--- src/rtl/voice_allocator_if.sv ---
`timescale 1ns/1ps
`default_nettype none
// ============================================================================
// Module   : voice_allocator_if
// Purpose  : Event handshake and per-voice output bundle of the voice
//            allocator.
//            master = event source / synthesizer side (drives events, reads
//                     voice outputs)
//            slave  = voice_allocator (accepts events, drives voice outputs)
// Signals  : ev_valid/ev_ready handshake, ev_note_on, ev_note[6:0],
//            ev_velocity[6:0], ev_freq[31:0], all_notes_off,
//            frequencies[N][31:0], voice_volumes[N][31:0],
//            active_mask[N], dropped
// Revision : 1.0  initial release
// ============================================================================
interface voice_allocator_if #(
  parameter int N_VOICES = 8
);
  logic                         ev_valid;
  logic                         ev_ready;
  logic                         ev_note_on;
  logic [6:0]                   ev_note;
  logic [6:0]                   ev_velocity;
  logic [31:0]                  ev_freq;
  logic                         all_notes_off;
  logic [N_VOICES-1:0][31:0]    frequencies;
  logic [N_VOICES-1:0][31:0]    voice_volumes;
  logic [N_VOICES-1:0]          active_mask;
  logic                         dropped;

  modport master (
    output ev_valid, ev_note_on, ev_note, ev_velocity, ev_freq, all_notes_off,
    input  ev_ready, frequencies, voice_volumes, active_mask, dropped
  );

  modport slave (
    input  ev_valid, ev_note_on, ev_note, ev_velocity, ev_freq, all_notes_off,
    output ev_ready, frequencies, voice_volumes, active_mask, dropped
  );
endinterface
`default_nettype wire

--- src/rtl/voice_allocator.sv ---
`timescale 1ns/1ps
`default_nettype none
// ============================================================================
// Module   : voice_allocator
// Purpose  : Converts note-on/note-off events into steady per-voice frequency
//            and volume values. Handles voice assignment (retrigger, free
//            voice, round-robin steal) and a linear attack/release ramp.
// Ports    : clk      - system clock
//            reset_n  - asynchronous reset, active low
//            bus      - voice_allocator_if.slave (event handshake in,
//                       frequencies/voice_volumes/active_mask/dropped out)
// Revision : 1.0  initial release
// ============================================================================
module voice_allocator #(
  parameter int N_VOICES     = 8,
  parameter int DEFAULT_FREQ = 440,
  parameter int RAMP_DIV     = 1024,
  parameter int RAMP_STEP    = 4
) (
  input  wire logic           clk,
  input  wire logic           reset_n,
  voice_allocator_if.slave    bus
);

  localparam int         c_PTR_W = (N_VOICES > 1) ? $clog2(N_VOICES) : 1;
  localparam int         c_CNT_W = $clog2(RAMP_DIV);
  localparam logic [7:0] c_STEP  = 8'(RAMP_STEP);

  typedef enum logic [1:0] {V_FREE, V_ATTACK, V_HOLD, V_RELEASE} voice_state_t;
  typedef enum logic       {S_IDLE, S_APPLY} ctrl_state_t;

  // Control path
  ctrl_state_t          r_cs;
  logic                 r_ev_on;
  logic [6:0]           r_ev_note;
  logic [6:0]           r_ev_vel;
  logic [31:0]          r_ev_freq;
  logic [c_PTR_W-1:0]   r_steal_ptr;
  logic                 r_drop;
  logic [c_CNT_W-1:0]   r_ramp_cnt;

  // Per-voice state (outputs are a registered copy of these)
  voice_state_t         r_vstate  [N_VOICES];
  logic [6:0]           r_vnote   [N_VOICES];
  logic [31:0]          r_vfreq   [N_VOICES];
  logic [7:0]           r_vvol    [N_VOICES];
  logic [7:0]           r_vtarget [N_VOICES];

  logic                 w_tick;
  logic                 w_is_on;
  logic                 w_apply;
  logic                 w_apply_on;
  logic                 w_apply_off;
  logic                 w_drop_now;
  logic                 w_hit_found;
  logic [c_PTR_W-1:0]   w_hit_idx;
  logic                 w_free_found;
  logic [c_PTR_W-1:0]   w_free_idx;
  logic [N_VOICES-1:0]  w_off_mask;
  logic                 w_use_steal;
  logic [c_PTR_W-1:0]   w_sel_idx;
  voice_state_t         w_nstate [N_VOICES];
  logic [7:0]           w_nvol   [N_VOICES];

  assign w_tick = (r_ramp_cnt == c_CNT_W'(RAMP_DIV - 1));

  // A note-on with zero velocity behaves exactly like a note-off.
  assign w_is_on     = r_ev_on && (r_ev_vel != 7'd0);
  assign w_apply     = (r_cs == S_APPLY) && !bus.all_notes_off;
  assign w_apply_on  = w_apply && w_is_on && (r_ev_freq != 32'd0);
  assign w_apply_off = w_apply && !w_is_on;
  assign w_drop_now  = ((r_cs == S_APPLY) && bus.all_notes_off)
                     || (w_apply && w_is_on && (r_ev_freq == 32'd0))
                     || (w_apply_off && (w_off_mask == '0));

  assign w_use_steal = !w_hit_found && !w_free_found;
  assign w_sel_idx   = w_hit_found  ? w_hit_idx  :
                       w_free_found ? w_free_idx : r_steal_ptr;

  // Voice search: scanning from the top down lets the lowest index win.
  always_comb begin
    w_hit_found  = 1'b0;
    w_hit_idx    = '0;
    w_free_found = 1'b0;
    w_free_idx   = '0;
    w_off_mask   = '0;
    for (int v = N_VOICES - 1; v >= 0; v--) begin
      if (r_vstate[v] != V_FREE && r_vnote[v] == r_ev_note) begin
        w_hit_found = 1'b1;
        w_hit_idx   = c_PTR_W'(v);
      end
      if (r_vstate[v] == V_FREE) begin
        w_free_found = 1'b1;
        w_free_idx   = c_PTR_W'(v);
      end
      if ((r_vstate[v] == V_ATTACK || r_vstate[v] == V_HOLD) && r_vnote[v] == r_ev_note) begin
        w_off_mask[v] = 1'b1;
      end
    end
  end

  // Next ramp value per voice; arithmetic is clamped so it never wraps.
  always_comb begin
    for (int v = 0; v < N_VOICES; v++) begin
      w_nvol[v]   = r_vvol[v];
      w_nstate[v] = r_vstate[v];
      case (r_vstate[v])
        V_ATTACK: begin
          if (r_vvol[v] < r_vtarget[v]) begin
            if (({1'b0, r_vvol[v]} + {1'b0, c_STEP}) >= {1'b0, r_vtarget[v]})
              w_nvol[v] = r_vtarget[v];
            else
              w_nvol[v] = r_vvol[v] + c_STEP;
          end else if (r_vvol[v] > r_vtarget[v]) begin
            // Retrigger/steal with a lower target glides down to it.
            if ((r_vvol[v] - r_vtarget[v]) <= c_STEP)
              w_nvol[v] = r_vtarget[v];
            else
              w_nvol[v] = r_vvol[v] - c_STEP;
          end
          w_nstate[v] = (w_nvol[v] == r_vtarget[v]) ? V_HOLD : V_ATTACK;
        end
        V_RELEASE: begin
          w_nvol[v]   = (r_vvol[v] <= c_STEP) ? 8'd0 : (r_vvol[v] - c_STEP);
          w_nstate[v] = (w_nvol[v] == 8'd0) ? V_FREE : V_RELEASE;
        end
        V_FREE:  w_nvol[v] = 8'd0;
        default: w_nvol[v] = r_vvol[v];
      endcase
    end
  end

  // Free-running ramp tick divider.
  always_ff @(posedge clk or negedge reset_n) begin
    if (!reset_n)
      r_ramp_cnt <= '0;
    else if (w_tick)
      r_ramp_cnt <= '0;
    else
      r_ramp_cnt <= r_ramp_cnt + c_CNT_W'(1);
  end

  // Control FSM: latch in IDLE, apply in APPLY (one event per two clocks).
  always_ff @(posedge clk or negedge reset_n) begin
    if (!reset_n) begin
      r_cs        <= S_IDLE;
      bus.ev_ready <= 1'b0;
      r_ev_on     <= 1'b0;
      r_ev_note   <= '0;
      r_ev_vel    <= '0;
      r_ev_freq   <= '0;
      r_steal_ptr <= '0;
      r_drop      <= 1'b0;
    end else begin
      r_drop <= w_drop_now;
      case (r_cs)
        S_IDLE: begin
          bus.ev_ready <= 1'b1;
          if (bus.ev_valid && bus.ev_ready) begin
            r_ev_on      <= bus.ev_note_on;
            r_ev_note    <= bus.ev_note;
            r_ev_vel     <= bus.ev_velocity;
            r_ev_freq    <= bus.ev_freq;
            r_cs         <= S_APPLY;
            bus.ev_ready <= 1'b0;
          end
        end
        S_APPLY: begin
          r_cs         <= S_IDLE;
          bus.ev_ready <= 1'b1;
        end
      endcase
      if (w_apply_on && w_use_steal)
        r_steal_ptr <= (r_steal_ptr == c_PTR_W'(N_VOICES - 1)) ? '0
                                                               : r_steal_ptr + c_PTR_W'(1);
    end
  end

  // Voice state. Priority: all_notes_off, event apply, ramp tick.
  always_ff @(posedge clk or negedge reset_n) begin
    if (!reset_n) begin
      for (int v = 0; v < N_VOICES; v++) begin
        r_vstate[v]  <= V_FREE;
        r_vnote[v]   <= '0;
        r_vfreq[v]   <= 32'(DEFAULT_FREQ);
        r_vvol[v]    <= '0;
        r_vtarget[v] <= '0;
      end
    end else begin
      for (int v = 0; v < N_VOICES; v++) begin
        if (bus.all_notes_off) begin
          if (r_vstate[v] != V_FREE)
            r_vstate[v] <= V_RELEASE;
        end else if (w_apply_on && w_sel_idx == c_PTR_W'(v)) begin
          // Volume is kept so a retrigger/steal ramps from where it is.
          r_vnote[v]   <= r_ev_note;
          r_vfreq[v]   <= r_ev_freq;
          r_vtarget[v] <= {r_ev_vel, 1'b1};
          r_vstate[v]  <= V_ATTACK;
        end else if (w_apply_off && w_off_mask[v]) begin
          r_vstate[v] <= V_RELEASE;
        end else if (w_tick) begin
          r_vvol[v]   <= w_nvol[v];
          r_vstate[v] <= w_nstate[v];
        end
      end
    end
  end

  // Registered output stage.
  always_ff @(posedge clk or negedge reset_n) begin
    if (!reset_n) begin
      for (int v = 0; v < N_VOICES; v++) begin
        bus.frequencies[v]   <= 32'(DEFAULT_FREQ);
        bus.voice_volumes[v] <= '0;
      end
      bus.active_mask <= '0;
      bus.dropped     <= 1'b0;
    end else begin
      for (int v = 0; v < N_VOICES; v++) begin
        bus.frequencies[v]   <= r_vfreq[v];
        bus.voice_volumes[v] <= {24'd0, r_vvol[v]};
        bus.active_mask[v]   <= (r_vstate[v] != V_FREE);
      end
      bus.dropped <= r_drop;
    end
  end

endmodule
`default_nettype wire

--- src/flat_wrapper.sv ---
// flat-port wrapper written by rule: the top's interface ports become plain ports
module voice_allocator_flat 
#(
  parameter int N_VOICES     = 8,
  parameter int DEFAULT_FREQ = 440,
  parameter int RAMP_DIV     = 1024,
  parameter int RAMP_STEP    = 4
)
  (clk, reset_n, bus_ev_valid, bus_ev_note_on, bus_ev_note, bus_ev_velocity, bus_ev_freq, bus_all_notes_off, bus_ev_ready, bus_frequencies, bus_voice_volumes, bus_active_mask, bus_dropped);
  voice_allocator_if #(.N_VOICES(N_VOICES)) bus_i ();
  input  wire logic clk;
  input  wire logic reset_n;
  input wire logic [$bits(bus_i.ev_valid)-1:0] bus_ev_valid;
  input wire logic [$bits(bus_i.ev_note_on)-1:0] bus_ev_note_on;
  input wire logic [$bits(bus_i.ev_note)-1:0] bus_ev_note;
  input wire logic [$bits(bus_i.ev_velocity)-1:0] bus_ev_velocity;
  input wire logic [$bits(bus_i.ev_freq)-1:0] bus_ev_freq;
  input wire logic [$bits(bus_i.all_notes_off)-1:0] bus_all_notes_off;
  output wire logic [$bits(bus_i.ev_ready)-1:0] bus_ev_ready;
  output wire logic [$bits(bus_i.frequencies)-1:0] bus_frequencies;
  output wire logic [$bits(bus_i.voice_volumes)-1:0] bus_voice_volumes;
  output wire logic [$bits(bus_i.active_mask)-1:0] bus_active_mask;
  output wire logic [$bits(bus_i.dropped)-1:0] bus_dropped;
  assign bus_i.ev_valid = bus_ev_valid;
  assign bus_i.ev_note_on = bus_ev_note_on;
  assign bus_i.ev_note = bus_ev_note;
  assign bus_i.ev_velocity = bus_ev_velocity;
  assign bus_i.ev_freq = bus_ev_freq;
  assign bus_i.all_notes_off = bus_all_notes_off;
  assign bus_ev_ready = bus_i.ev_ready;
  assign bus_frequencies = bus_i.frequencies;
  assign bus_voice_volumes = bus_i.voice_volumes;
  assign bus_active_mask = bus_i.active_mask;
  assign bus_dropped = bus_i.dropped;
  voice_allocator #(.N_VOICES(N_VOICES), .DEFAULT_FREQ(DEFAULT_FREQ), .RAMP_DIV(RAMP_DIV), .RAMP_STEP(RAMP_STEP)) u_core (.clk(clk), .reset_n(reset_n), .bus(bus_i));
endmodule
--- config.mk ---
export PLATFORM = sky130hd
export DESIGN_NAME = voice_allocator_flat
export DESIGN_NICKNAME = d
export VERILOG_FILES = /design/src/rtl/voice_allocator_if.sv /design/src/rtl/voice_allocator.sv /design/src/flat_wrapper.sv
export SDC_FILE = /design/constraint.sdc
export NUM_CORES = 2
export LEC_CHECK = 0
export ABC_AREA = 1
export CAP_MARGIN = 20
export CELL_PAD_IN_SITES_DETAIL_PLACEMENT = 0
export CELL_PAD_IN_SITES_GLOBAL_PLACEMENT = 2
export CORE_AREA = 10 10 337 371
export CTS_BUF_LIST = sky130_fd_sc_hd__clkbuf_4
export CTS_CLUSTER_DIAMETER = 80
export DETAILED_ROUTE_END_ITERATION = 10
export DIE_AREA = 0 0 347 381
export PLACE_DENSITY_LB_ADDON = 0.2
export SKIP_LAST_GASP = 1
export SYNTH_ARGS = -nofsm -noshare
export SYNTH_HDL_FRONTEND = slang
export SYNTH_SLANG_ARGS = --single-unit
--- constraint.sdc ---
create_clock -name clk -period 5.33 [get_ports clk]
set_input_delay 0.7995 -clock clk [delete_from_list [all_inputs] [get_ports clk]]
set_output_delay 0.7995 -clock clk [all_outputs]
set_load 0.01 [all_outputs]
==> out/qor.json <==
{
  "cts_buffer_depth": 3,
  "syn_inst": 5078,
  "hold_path.class": "input pin to flop",
  "yosysMostFrequentCell": "nand2_1",
  "floorplan.die_area_um2": 132000,
  "route.detailed.drc": 0,
  "drt_first_pass_iters": 5,
  "dpl-instance-area_um2": 47600,
  "max_freq_ghz": 0.263,
  "first_global_vias": 35700,
  "hpwl_mm": 100,
  "cts.hold.buffers_added": 1,
  "synthFlopType": "dfrtp_1",
  "tritoncts.num_buffers": 219,
  "cts_repair_resizes": 0,
  "die-height_um": 381,
  "clkLatencyLatePin_ps": 1150,
  "design.core.area_um2": 117000,
  "fin_area_um2": 50400,
  "fin_tns_setup_ps": 0,
  "arrival_ps": 4820,
  "layout_worst_path_cycle_share": 0.714,
  "detailedRoute.firstIterationViolations": 2286,
  "drt-vias-per-instance": 4.78,
  "totalPowerFinal_w": 0.0239,
  "grt_remaining_overflow": 0,
  "tritoncts_num_sinks": 848,
  "run_status": "finished, final reports clean",
  "post-cts-setup-buffers": 0,
  "timing.slew.headroom": 0.293,
  "powerDensity_nw_per_um2": 474,
  "htree_levels": 4,
  "criticalPathCategory": "flop to flop",
  "sequential_cell_area_um2": 21300,
  "mappedNetlistArea_um2": 43100,
  "setup_viol": 0,
  "num-fill-cells": 12000,
  "timing.critical_path.from_type": "flop",
  "track_usage": 0.207,
  "synthDistinctLibCells": 63,
  "io_pins": 573,
  "synthesis.yosys.warnings": 0,
  "timing.critical_path.cells": "nand3_1, nor3_1, xor2_1, inv_1, ha_1, inv_1, o211ai_1, nor2_2, nand3_1, o211ai_1, nand3_1, nand2_1, nand2_1, nor2_1, nand2_1, a21oi_1, nor2_1",
  "cts_root_buf": "clkbuf_4",
  "initial_core_util": 0.367,
  "crit_path_max_incr_delay_ps": 660,
  "period_needed_ps": 3810,
  "critical_path_peak_fanout": 13,
  "synth_top_cell_area_share": 0.446,
  "path_delay_family": "simple AND/OR/NAND/NOR gates",
  "hold_viol": 0,
  "rsz0062_at_grt": "false",
  "skew_ps": 86.2,
  "rows": 132,
  "final-max-slew-violation-count": 0,
  "async_flop_share": 1.00,
  "sequential_share_of_the_synthesized_area": 0.495,
  "ant_nets": 0,
  "postLayoutCoreUtil": 0.430,
  "drive_above_1_share": 0.0952,
  "port_buffers": 380,
  "ys_seq_elements": 848,
  "vdd.ir_drop.worst_mv": 0.335,
  "synth-edff-count": 0,
  "multi_input_area_um2": 17900,
  "worst_ep_required_time_ps": 6340,
  "worst-slew-pin-transition_ps": 1060,
  "max_cap_viol_count": 0,
  "grt_antenna_before_repair": 20,
  "tritoncts": "built",
  "netlist.top_cell.by_area": "dfrtp_1",
  "cp_buf_inv_count": 2,
  "post_drt_wl_per_cell_um": 19.0,
  "power.leakage_nw": 25.2,
  "clk_transition_reported_paths_ps": 70,
  "syn-mean-instance-area_um2": 8.48,
  "syn2layout_area_growth_pct": 17.1,
  "rrSetupSlack_ps": 1520,
  "cp_slowest_cell": "dfrtp_1",
  "grt_max_degree": 136,
  "synth_top_cells_by_area": "dfrtp_1, nand2_1, ha_1",
  "critical_path.endpoint_type": "flop",
  "routed_wirelength_mm": 139,
  "gp_routability_congestion": 0.855,
  "synth_cell_count_leaders": "nand2_1, dfrtp_1, inv_1, nand3_1, o21ai_1",
  "detailroute.via_count": 34900,
  "floorplan.die.width_um": 347,
  "final_net_count": 5803,
  "grt_first_pass_wirelength_mm": 213
}
[routing by layer]
metal / routed length, µm / global-route usage
met1: 59600 / 0.256
met2: 63200 / 0.329
met3: 12400 / 0.0823
met4: 3260 / 0.0619
met5: 168 / 0
[worst min-delay path: stages]
cell and delay, ps:
clkdlybuf4s50_1 410, nand2_1 70, nand2_1 40
[stage by stage]
stage | worst slack (ps) | hold WS [ps] | std cells
2_1_floorplan | 2500 | 331 | 5269
3_3_place_gp | 1550 | 336 | 6892
3_5_place_dp | 1450 | 335 | 6892
4_1_cts | 1400 | 23.6 | 7295
5_1_grt | 1100 | 90.4 | 7298
6_report | 1520 | 214 | 7298
[final timing paths]
path	start	endpoint	cells after the start
max reg2reg	u_core.r_vvol[28]	u_core.r_vstate[6]	17
min	bus_ev_note_on	u_core.r_ev_on	3
min in group asynchronous	reset_n	u_core.bus.frequencies[179]	2
max in group asynchronous	reset_n	u_core.bus.frequencies[102]	3
min reg2reg	u_core.r_drop	u_core.bus.dropped	0
max	u_core.r_vvol[28]	u_core.r_vstate[6]	17
[cells in the final DEF (no fill, tap or decap), types with 5 or more instances in the layout]
| cell | count |
|---|---|
| xnor2_1 | 31 |
| inv_2 | 13 |
| dfrtp_1 | 768 |
| o211ai_1 | 34 |
| clkbuf_4 | 308 |
| a21oi_1 | 110 |
| nand3_4 | 5 |
| o31ai_1 | 10 |
| xor2_1 | 86 |
| nand3b_1 | 11 |
| a31oi_1 | 7 |
| nand3_1 | 393 |
| nor4_1 | 13 |
| ha_1 | 179 |
| o21bai_1 | 7 |
| nor3_1 | 47 |
| conb_1 | 192 |
| clkinv_1 | 61 |
| nor2_2 | 13 |
| nand4_1 | 125 |
| clkinv_2 | 22 |
| nor2_1 | 205 |
| buf_4 | 29 |
| nor2_4 | 6 |
| nand3_2 | 5 |
| o21a_1 | 7 |
| buf_12 | 12 |
| o21ai_0 | 258 |
| clkdlybuf4s50_1 | 379 |
| nand2_2 | 10 |
| o21ai_1 | 264 |
| nand2_1 | 1399 |
| dfstp_2 | 80 |
| o22ai_1 | 29 |
| inv_1 | 563 |
[flip-flops by register name, summed over array words and instances, names as in the netlist]
name                      flops
u_core.r_ev_vel               7
u_core.r_vtarget             64
u_core.bus.voice_volumes     64
u_core.r_ev_on                1
u_core.r_vnote               56
u_core.r_ramp_cnt            10
u_core.r_drop                 1
u_core.r_cs                   1
u_core.bus.dropped            1
u_core.bus.ev_ready           1
u_core.r_vstate              16
u_core.r_ev_note              7
u_core.bus.active_mask        8
u_core.bus.frequencies      256
u_core.r_vvol                64
u_core.r_ev_freq             32
u_core.r_steal_ptr            3
u_core.r_vfreq              256
[cells by family after synthesis]
family / count (synthesis) / share of synthesized area
simple gates: 2262 / 0.228
buf+inv: 915 / 0.106
flops: 848 / 0.495
compound gates: 752 / 0.0942
fa+ha+maj: 179 / 0.0520
xor+xnor: 117 / 0.0238
mux: 4 / 0.000988
other cells: 1 / 0.0000871
[report_power, final]
part	internal (W)	switching (W)
combinational	0.00338	0.00574
clock	0.00284	0.00283
sequential	0.00809	0.00104
total	0.0143	0.00961
[layout make-up]
| type | instances | area share |
|---|---|---|
| clock buffers | 308 | 0.0458 |
| well taps | 1541 | 0.0382 |
| flip-flops and latches | 848 | 0.423 |
| clock inverters | 94 | 0.0102 |
| repair buffers | 422 | 0.0848 |
| diodes | 3 | 0.000149 |
| multi-input cells | 3506 | 0.355 |
| inverters | 576 | 0.0429 |
(Power assumes the default switching activity.)
